## config.mk

```make
export PLATFORM = sky130hd
export DESIGN_NAME = tisc_ctrl_unit_flat
export DESIGN_NICKNAME = d
export VERILOG_FILES = /design/src/rtl/tisc_pkg.sv /design/src/rtl/tisc_ctrl_unit_if.sv /design/src/rtl/tisc_hazard_sb.sv /design/src/rtl/tisc_ctrl_unit.sv /design/src/flat_wrapper.sv
export SDC_FILE = /design/constraint.sdc
export NUM_CORES = 1
export LEC_CHECK = 0
export ABC_CLOCK_PERIOD_IN_PS = 2850
export CAP_MARGIN = 5
export CORE_ASPECT_RATIO = 1.75
export CORE_MARGIN = 5
export CORE_UTILIZATION = 49
export DETAILED_ROUTE_END_ITERATION = 7
export PLACE_DENSITY = 0.76
export REMOVE_ABC_BUFFERS = 1
export SYNTH_ARGS = -nofsm -noshare
export SYNTH_HDL_FRONTEND = slang
export SYNTH_HIERARCHICAL = 1
export SYNTH_SLANG_ARGS = --single-unit
```

## constraint.sdc

```tcl
create_clock -name clk -period 2.85 [get_ports clk]
set_input_delay 0.4275 -clock clk [delete_from_list [all_inputs] [get_ports clk]]
set_output_delay 0.4275 -clock clk [all_outputs]
set_load 0.05 [all_outputs]
```

## src/rtl/tisc_pkg.sv

```systemverilog
// tisc_pkg: shared opcode map, ALU select codes and the decoded control
// bundle used by the TISC control unit and its hazard scoreboard.
package tisc_pkg;

  localparam logic [3:0] OP_NOP   = 4'h0;
  localparam logic [3:0] OP_ADD   = 4'h1;
  localparam logic [3:0] OP_SUB   = 4'h2;
  localparam logic [3:0] OP_AND   = 4'h3;
  localparam logic [3:0] OP_OR    = 4'h4;
  localparam logic [3:0] OP_LOAD  = 4'h8;
  localparam logic [3:0] OP_STORE = 4'h9;
  localparam logic [3:0] OP_HALT  = 4'hF;

  localparam logic [1:0] ALU_ADD = 2'b00;
  localparam logic [1:0] ALU_SUB = 2'b01;
  localparam logic [1:0] ALU_AND = 2'b10;
  localparam logic [1:0] ALU_OR  = 2'b11;

  // Number of register read ports an ID instruction can use (rs1, rs2, rd).
  localparam int NUM_RD = 3;

  typedef struct packed {
    logic [1:0] alu_sel;
    logic       reg_write_en;
    logic       mem_write_en;
    logic       mem_to_reg;
    logic       mem_op;
  } ctrl_t;

endpackage

```

## src/rtl/tisc_ctrl_unit_if.sv

```systemverilog
// tisc_ctrl_unit_if: datapath <-> control unit bundle.
//   master (datapath): drives opcode/rd/rs1/rs2, receives strobes and status.
//   slave  (control) : the reverse.
interface tisc_ctrl_unit_if #(
  parameter int REG_AW = 4,
  parameter int CNT_W  = 8
);
  logic [3:0]        opcode;
  logic [REG_AW-1:0] rd;
  logic [REG_AW-1:0] rs1;
  logic [REG_AW-1:0] rs2;
  logic [1:0]        alu_sel;
  logic              reg_write_en;
  logic              mem_write_en;
  logic              mem_to_reg;
  logic              mem_op;
  logic              stall;
  logic              halted;
  logic              illegal;
  logic [CNT_W-1:0]  stall_cnt;

  modport master (
    output opcode, rd, rs1, rs2,
    input  alu_sel, reg_write_en, mem_write_en, mem_to_reg, mem_op,
           stall, halted, illegal, stall_cnt
  );

  modport slave (
    input  opcode, rd, rs1, rs2,
    output alu_sel, reg_write_en, mem_write_en, mem_to_reg, mem_op,
           stall, halted, illegal, stall_cnt
  );
endinterface

```

## src/rtl/tisc_hazard_sb.sv

```systemverilog
// tisc_hazard_sb: in-flight writer scoreboard (EX, MEM, WB slots) plus the
// RAW comparator against the registers read by the ID instruction.
//   clk, rst       : clock, async active-high reset
//   in_valid/addr  : writer entering EX this edge (0 for a bubble)
//   rd_en/rd_addr  : per read port enable and register address in ID
//   hazard         : some valid slot writes a register ID reads
module tisc_hazard_sb
  import tisc_pkg::*;
#(
  parameter int REG_AW    = 4,
  parameter int HAZ_DEPTH = 3
) (
  input  logic                           clk,
  input  logic                           rst,
  input  logic                           in_valid,
  input  logic [REG_AW-1:0]              in_addr,
  input  logic [NUM_RD-1:0]              rd_en,
  input  logic [NUM_RD-1:0][REG_AW-1:0]  rd_addr,
  output logic                           hazard
);

  // Slot 0 = EX, slot HAZ_DEPTH-1 = WB.
  logic [HAZ_DEPTH-1:0]             slot_vld;
  logic [HAZ_DEPTH-1:0][REG_AW-1:0] slot_addr;

  always_ff @(posedge clk or posedge rst) begin
    if (rst) begin
      slot_vld  <= '0;
      slot_addr <= '0;
    end else begin
      slot_vld  <= {slot_vld[HAZ_DEPTH-2:0], in_valid};
      slot_addr <= {slot_addr[HAZ_DEPTH-2:0], in_addr};
    end
  end

  // WB is included: the register file writes at the end of WB, so ID
  // would still read the stale value in that cycle.
  logic [HAZ_DEPTH-1:0] slot_hit;

  for (genvar s = 0; s < HAZ_DEPTH; s++) begin : g_slot
    always_comb begin
      slot_hit[s] = 1'b0;
      for (int r = 0; r < NUM_RD; r++)
        if (slot_vld[s] && rd_en[r] && (slot_addr[s] == rd_addr[r]))
          slot_hit[s] = 1'b1;
    end
  end

  assign hazard = |slot_hit;

endmodule

```

## src/rtl/tisc_ctrl_unit.sv

```systemverilog
// tisc_ctrl_unit: TISC control and hazard unit.
//   clk, rst : clock, async active-high reset
//   bus      : slave side of tisc_ctrl_unit_if
//              in : opcode, rd, rs1, rs2 (ID-stage fields)
//              out: alu_sel, reg_write_en, mem_write_en, mem_to_reg, mem_op,
//                   stall, halted, illegal, stall_cnt
module tisc_ctrl_unit
  import tisc_pkg::*;
#(
  parameter int REG_AW    = 4,
  parameter int HAZ_DEPTH = 3,
  parameter int CNT_W     = 8
) (
  input  logic             clk,
  input  logic             rst,
  tisc_ctrl_unit_if.slave  bus
);

  ctrl_t             raw;
  ctrl_t             ctrl;
  logic [NUM_RD-1:0] rd_en;
  logic              legal;
  logic              is_halt;
  logic              hazard;
  logic              stall;
  logic              halted;
  logic              illegal;
  logic [CNT_W-1:0]  stall_cnt;

  // Raw decode of the ID fields; read enables are {rd, rs2, rs1}.
  always_comb begin
    raw     = '0;
    rd_en   = '0;
    legal   = 1'b1;
    is_halt = 1'b0;
    case (bus.opcode)
      OP_NOP:   ;
      OP_ADD:   begin raw.alu_sel = ALU_ADD; raw.reg_write_en = 1'b1; rd_en = 3'b011; end
      OP_SUB:   begin raw.alu_sel = ALU_SUB; raw.reg_write_en = 1'b1; rd_en = 3'b011; end
      OP_AND:   begin raw.alu_sel = ALU_AND; raw.reg_write_en = 1'b1; rd_en = 3'b011; end
      OP_OR:    begin raw.alu_sel = ALU_OR;  raw.reg_write_en = 1'b1; rd_en = 3'b011; end
      OP_LOAD:  begin raw.mem_op = 1'b1; raw.mem_to_reg = 1'b1; raw.reg_write_en = 1'b1; end
      OP_STORE: begin raw.mem_op = 1'b1; raw.mem_write_en = 1'b1; rd_en = 3'b100; end
      OP_HALT:  is_halt = 1'b1;
      default:  legal = 1'b0;
    endcase
  end

  tisc_hazard_sb #(
    .REG_AW    (REG_AW),
    .HAZ_DEPTH (HAZ_DEPTH)
  ) u_sb (
    .clk      (clk),
    .rst      (rst),
    .in_valid (ctrl.reg_write_en),
    .in_addr  (bus.rd),
    .rd_en    (rd_en),
    .rd_addr  ({bus.rd, bus.rs2, bus.rs1}),
    .hazard   (hazard)
  );

  // Once halted the front end is frozen for good; only bubbles issue.
  assign stall = !rst && (halted || hazard);
  assign ctrl  = (stall || halted || rst) ? '0 : raw;

  always_ff @(posedge clk or posedge rst) begin
    if (rst) begin
      halted    <= 1'b0;
      illegal   <= 1'b0;
      stall_cnt <= '0;
    end else begin
      // A stalled HALT or bad opcode has not issued yet.
      if (is_halt && !stall) halted  <= 1'b1;
      if (!legal && !stall)  illegal <= 1'b1;
      if (stall && !halted && (stall_cnt != '1))
        stall_cnt <= stall_cnt + CNT_W'(1);
    end
  end

  assign bus.alu_sel      = ctrl.alu_sel;
  assign bus.reg_write_en = ctrl.reg_write_en;
  assign bus.mem_write_en = ctrl.mem_write_en;
  assign bus.mem_to_reg   = ctrl.mem_to_reg;
  assign bus.mem_op       = ctrl.mem_op;
  assign bus.stall        = stall;
  assign bus.halted       = halted;
  assign bus.illegal      = illegal;
  assign bus.stall_cnt    = stall_cnt;

endmodule

```

## src/flat_wrapper.sv

```systemverilog
// flat-port wrapper written by rule: the top's interface ports become plain ports
module tisc_ctrl_unit_flat import tisc_pkg::*;
#(
  parameter int REG_AW    = 4,
  parameter int HAZ_DEPTH = 3,
  parameter int CNT_W     = 8
)
  (clk, rst, bus_opcode, bus_rd, bus_rs1, bus_rs2, bus_alu_sel, bus_reg_write_en, bus_mem_write_en, bus_mem_to_reg, bus_mem_op, bus_stall, bus_halted, bus_illegal, bus_stall_cnt);
  tisc_ctrl_unit_if #(.REG_AW(REG_AW), .CNT_W(CNT_W)) bus_i ();
  input  logic clk;
  input  logic rst;
  input wire logic [$bits(bus_i.opcode)-1:0] bus_opcode;
  input wire logic [$bits(bus_i.rd)-1:0] bus_rd;
  input wire logic [$bits(bus_i.rs1)-1:0] bus_rs1;
  input wire logic [$bits(bus_i.rs2)-1:0] bus_rs2;
  output wire logic [$bits(bus_i.alu_sel)-1:0] bus_alu_sel;
  output wire logic [$bits(bus_i.reg_write_en)-1:0] bus_reg_write_en;
  output wire logic [$bits(bus_i.mem_write_en)-1:0] bus_mem_write_en;
  output wire logic [$bits(bus_i.mem_to_reg)-1:0] bus_mem_to_reg;
  output wire logic [$bits(bus_i.mem_op)-1:0] bus_mem_op;
  output wire logic [$bits(bus_i.stall)-1:0] bus_stall;
  output wire logic [$bits(bus_i.halted)-1:0] bus_halted;
  output wire logic [$bits(bus_i.illegal)-1:0] bus_illegal;
  output wire logic [$bits(bus_i.stall_cnt)-1:0] bus_stall_cnt;
  assign bus_i.opcode = bus_opcode;
  assign bus_i.rd = bus_rd;
  assign bus_i.rs1 = bus_rs1;
  assign bus_i.rs2 = bus_rs2;
  assign bus_alu_sel = bus_i.alu_sel;
  assign bus_reg_write_en = bus_i.reg_write_en;
  assign bus_mem_write_en = bus_i.mem_write_en;
  assign bus_mem_to_reg = bus_i.mem_to_reg;
  assign bus_mem_op = bus_i.mem_op;
  assign bus_stall = bus_i.stall;
  assign bus_halted = bus_i.halted;
  assign bus_illegal = bus_i.illegal;
  assign bus_stall_cnt = bus_i.stall_cnt;
  tisc_ctrl_unit #(.REG_AW(REG_AW), .HAZ_DEPTH(HAZ_DEPTH), .CNT_W(CNT_W)) u_core (.clk(clk), .rst(rst), .bus(bus_i));
endmodule
```

Word level (Yosys, flattened, before mapping):

Index checks and enable logic that the tools add are counted.

* $add $sub $neg: 1
* multipliers: 0
* divide/modulo/power cells: 0
* $lt $le $gt $ge: 0
* equality and inequality tests: 17
* shift operators: 0
* muxes and demuxes: 18
* bitwise logic cells: 0
* reduce and logical (&&, ||, !) cells: 36

Operator list (count)
* 4-bit == test: 9
* 1-bit logical AND: 23
* 1-bit two-way mux: 15
* 4-bit == test (second input constant): 3
* 8-bit by 1-bit adder with 8-bit output (second input constant): 1
* 4-bit by 2-bit == test with 1-bit output (second input constant): 2
* 8-bit inequality test (second input constant): 1
* 8-bit OR reduction: 1
* 6-bit two-way mux: 1
* 2-bit one-hot mux with 3 select lines: 1
* 3-bit one-hot mux with 2 select lines: 1
* 5-bit OR reduction: 1
* 4-bit by 1-bit == test with 1-bit output (second input constant): 1
* 4-bit by 3-bit == test with 1-bit output (second input constant): 1
* 1-bit logical NOT: 4
* 4-bit logical NOT: 1
* 4-bit OR reduction: 1
* 1-bit logical OR: 3
* 3-bit OR reduction: 1
* 2-bit OR reduction: 1

* register bits: 25
* latch bits: 0
* bits in writable memories: 0
* memory bits (read-only): 0
* logic and storage cells: 79
* memories: 0

Depth between registers and ports, before layout:

* depth in word-level cells: 14
* mapped depth: 11
* gate-level depth less buffers: 11

Cells and area by module:

Netlist, hierarchy kept.

By module, submodules not included
* tisc_hazard_sb: times used 1, cells an instance 76, area each 820.8 µm², seq. area each 375.4 µm²
* tisc_ctrl_unit: times used 1, cells an instance 66, area each 629.4 µm², seq. area each 250.2 µm²

Worst setup path after synthesis:

OpenSTA, ideal clock, no wires.

* kind: in2out
* start point: input bus_opcode[2]
* end point: output bus_reg_write_en
* arrival: 3459 ps
* required time: 2423 ps
* slack: -1036 ps
* cell stages on the path: 11
* path through: clkbuf_1 xor2_1 nor2_1 o211ai_1 nor3_1 a21oi_1 nand4_1 or3_4 nor4b_4 and2b_1 a21o_1

* word-level cells in the longest chain between the ends: 14
* elaborated cells between the ends (all ways): 43

Ends and longest elaborated chain
* start: declaration: line flat_wrapper.sv:12 `input wire logic [$bits(bus_i.opcode)-1:0] bus_opcode;`
* 4-bit by 1-bit == test with 1-bit output, or another cell as far along: line tisc_ctrl_unit.sv:36 `case (bus.opcode)`
* 4-bit OR reduction (no source line)
* 3-bit one-hot mux with 2 select lines *: line tisc_ctrl_unit.sv:36
* via u_core.rd_en[0]: line tisc_ctrl_unit.sv:21 `logic [NUM_RD-1:0] rd_en;`
* 1-bit logical AND (2 in a row): line tisc_hazard_sb.sv:44 `if (slot_vld[s] && rd_en[r] && (slot_addr[s] == rd_addr[r]))`
* 1-bit two-way mux (3 in a row): line tisc_hazard_sb.sv:44
* 3-bit OR reduction *: line tisc_hazard_sb.sv:49 `assign hazard = |slot_hit;`
* via u_core.hazard: line tisc_ctrl_unit.sv:24 `logic hazard;`
* 1-bit logical OR *: line tisc_ctrl_unit.sv:63 `assign stall = !rst && (halted || hazard);`
* 1-bit logical AND *: line tisc_ctrl_unit.sv:63
* 1-bit logical OR * (2 in a row): line tisc_ctrl_unit.sv:64 `assign ctrl = (stall || halted || rst) ? '0 : raw;`
* 6-bit two-way mux *: line tisc_ctrl_unit.sv:64
* end: declaration: line flat_wrapper.sv:17 `output wire logic [$bits(bus_i.reg_write_en)-1:0] bus_reg_write_en;`

The timed path passes the listed nets; every way through them passes the cells marked *.

Final worst setup path:

* start point: input bus_opcode[1]
* end point: output bus_reg_write_en

Same word-level chain as after synthesis.

==> flow_metrics.env <==
export IMPL_globalplace_congestion=0.858
export IMPL_num_rows=26
export IMPL_grt_pass1_wl_um=7090
export IMPL_numCtsBuffers=3
export IMPL_design_die_area_sq_um=4190
export IMPL_setup_viol=6
export IMPL_cp_start_kind="primary input"
export IMPL_final_common_cell="buf_4"
export IMPL_r2r_start="u_core/u_sb/slot_addr[1]"
export IMPL_syn_area_sq_um=1450
export IMPL_power_uw=806
export IMPL_hold_viol=0
export IMPL_io_pins=35
export IMPL_ys_seq_area_frac=0.431
export IMPL_finalWorstPathRequiredPeriod_ns=3.04
export IMPL_r2r_slack_ns=0.36
export IMPL_skew_ns=0.00253
export IMPL_start_util=0.501
export IMPL_routed_wl_um=4480
export IMPL_drt_pass1_iter_count=4
export IMPL_drc_errors=0
export IMPL_utilization=0.792
export IMPL_grtUsageTotal=0.224
export IMPL_wl_per_cell_um=18.7
export IMPL_grt_pass1_vias=1533
export IMPL_first_iter_violations=32
export IMPL_tns_ns=-0.758
export IMPL_yosysUniqueCellTypes=36
export IMPL_drive_gt1_frac=0.335
export IMPL_cp_startpoint="bus_opcode[1]"
export IMPL_finalInstanceArea_sq_um=2290
export IMPL_p_leak_nw=1.02
export IMPL_hpwl_um=3250
export IMPL_antenna_left=0
export IMPL_die_height_um=82.0
export IMPL_grt_ovfl_total=0
export IMPL_clk_latency_ns=0.26
export IMPL_worst_setup_path_type="primary input to output pin"
export IMPL_port_buffers=34
export IMPL_timing_final_crit_share=1.07
export IMPL_die_w_um=51.1
export IMPL_rsz0062_at_grt="yes"
export IMPL_placed_area_sq_um=2070
export IMPL_synth_seq_cells=25
export IMPL_crit_path_end_kind="output pin"
export IMPL_antenna_found_initial=0
export IMPL_worstSetupEndpoint="bus_reg_write_en"
export IMPL_coreArea_sq_um=2900
export IMPL_fmax_mhz=328
export IMPL_clockBufferDepth=2
export IMPL_clkSlewWorstSetupHoldPaths_ns=0.09
export IMPL_arrival_ns=2.62
export IMPL_layout_nets=232
export IMPL_cts_sinks=25
export IMPL_worstPathRequired_ns=2.42
export IMPL_hp_class="primary input to flop"
export IMPL_yosys_warnings=6
export IMPL_cts_tree="built"
export IMPL_diodes=0
export IMPL_worstMarginPinSlew_ns=0.617
export IMPL_area_delta_synth_final_pct=58.1
export IMPL_maxSlewViolCount=0
export IMPL_avgSynthCellArea_sq_um=10.2
export IMPL_r2r_end="u_core/bus.stall_cnt[5]"
export IMPL_htreeDepth=1
export IMPL_hold_slack_ns=0.379
export IMPL_viasPerCell=5.75
export IMPL_route_vias_total=1381
export IMPL_cts_root_buf="clkbuf_8"
export IMPL_maxSlewHeadroom=0.588
export IMPL_ir_drop_mv=0.353
export IMPL_grt_max_degree=16
export IMPL_reg2reg_depth=11
export IMPL_syn_inst=142
export IMPL_fin_ws_ns=-0.194
export IMPL_power_density_nw_per_um2=352
export IMPL_status="finished with violations"
export IMPL_crit_fanout=7
export IMPL_cap_violations=0
export IMPL_violations="setup timing"
export IMPL_layout_common_cells="buf_4 (28), xor2_1 (23), dfrtp_1 (21)"
stage by stage:
stage	setup WS (ns)	cells
after floorplan	-0.852	141
after global placement	-0.557	227
after detailed placement	-0.595	227
after CTS	-0.179	240
after global routing	-0.336	240
final	-0.194	240
cell usage after synthesis:
library cell,count,area [sq um]
nor2_1,7,26.3
o22ai_1,1,6.26
a21oi_1,5,25.0
nor4_1,8,50.1
and3b_1,1,8.76
xor2_1,26,228
a31oi_1,1,6.26
nor4bb_1,1,10.0
nor3_1,6,30.0
clkbuf_1,1,3.75
mux2_2,1,11.3
nor2b_1,1,6.26
o211ai_1,1,7.51
a21o_1,1,7.51
xnor2_1,12,105
nand3_1,8,40.0
o21a_1,1,7.51
a41oi_1,2,17.5
and2_1,2,12.5
nor4b_4,1,23.8
and2b_1,1,7.51
or3_4,1,11.3
mux2_1,1,11.3
nand4_1,4,25.0
ha_1,1,12.5
o21ai_1,1,5.00
o31ai_1,1,7.51
a222oi_1,1,10.0
nor3b_2,1,12.5
mux2i_1,1,10.0
o21bai_1,2,15.0
nand2_1,4,15.0
and3_1,2,12.5
o21ai_0,2,10.0
dfrtp_1,25,626
inv_1,7,26.3
per-layer routing:
layer	GRT usage	routed length (um)
met1	0.228	1600
met2	0.444	2590
met4	0.0728	87
met3	0.0417	208
met5	0	0
registers in the layout (all words and copies together), names as in the netlist:
signal and flops:
u_core/u_sb/slot_vld 3, u_core/bus.illegal 1, u_core/bus.halted 1, u_core/u_sb/slot_addr 12, u_core/bus.stall_cnt 8
area by class of cell:
type                    count  area [sq um]
fillers                   197           603
flip-flops and latches     25           631
clock inverters             1          7.51
clock buffers               3          41.3
well taps                  28          35.0
multi-input cells         109           897
repair buffers             67           654
inverters                   7          26.3
critical path, cell delays in order:
cell	delay, ns
buf_8	0.10
nor2_4	0.11
xor2_1	0.20
nor2_2	0.11
nand3_1	0.08
nor4_1	0.05
a41oi_1	0.21
nand4_1	0.14
or3_4	0.37
nor4b_4	0.29
and2b_1	0.21
a21o_1	0.16
buf_12	0.15
how the worst min path moves through the flow:
stage,end,cells past startpoint,slack (ns),startpoint
after floorplan,u_core/bus.halted,1,0.27,rst
after global placement,u_core/u_sb/slot_addr[5],0,0.45,u_core/u_sb/slot_addr[1]
after detailed placement,u_core/u_sb/slot_addr[5],0,0.45,u_core/u_sb/slot_addr[1]
after CTS,u_core/u_sb/slot_addr[5],0,0.47,u_core/u_sb/slot_addr[1]
after global routing,u_core/u_sb/slot_addr[1],1,0.38,bus_rd[1]
final,u_core/u_sb/slot_addr[1],1,0.38,bus_rd[1]
logic make-up (layout without fill, tap and decap cells):
group / Yosys count / after routing / share of synthesized area
buffers and inverters: 8 / 78 / 0.0207
AO/OA/AOI/OAI: 19 / 19 / 0.0863
adder cells (fa/ha/maj): 1 / 1 / 0.00863
multiplexers: 3 / 3 / 0.0224
AND/OR/NAND/NOR: 48 / 48 / 0.201
flip-flops: 25 / 25 / 0.431
XOR/XNOR: 38 / 38 / 0.230
what timing repair did:
| action | in CTS | in global routing |
|---|---|---|
| gates cloned | 0 | 0 |
| setup buffers | 9 | 4 |
| gates resized for setup | 45 | 17 |
| endpoints found under the setup margin | 13 | 13 |
| hold buffers | 0 | 0 |
| pin swaps | 14 | 17 |
where the power goes:
group          switching (mW)  internal [mW]  total (mW)
combinational           0.107         0.0954       0.202
sequential             0.0255          0.369       0.395
clock                   0.110         0.0987       0.209
total                   0.243          0.563       0.806
(Power assumes the default switching activity.)
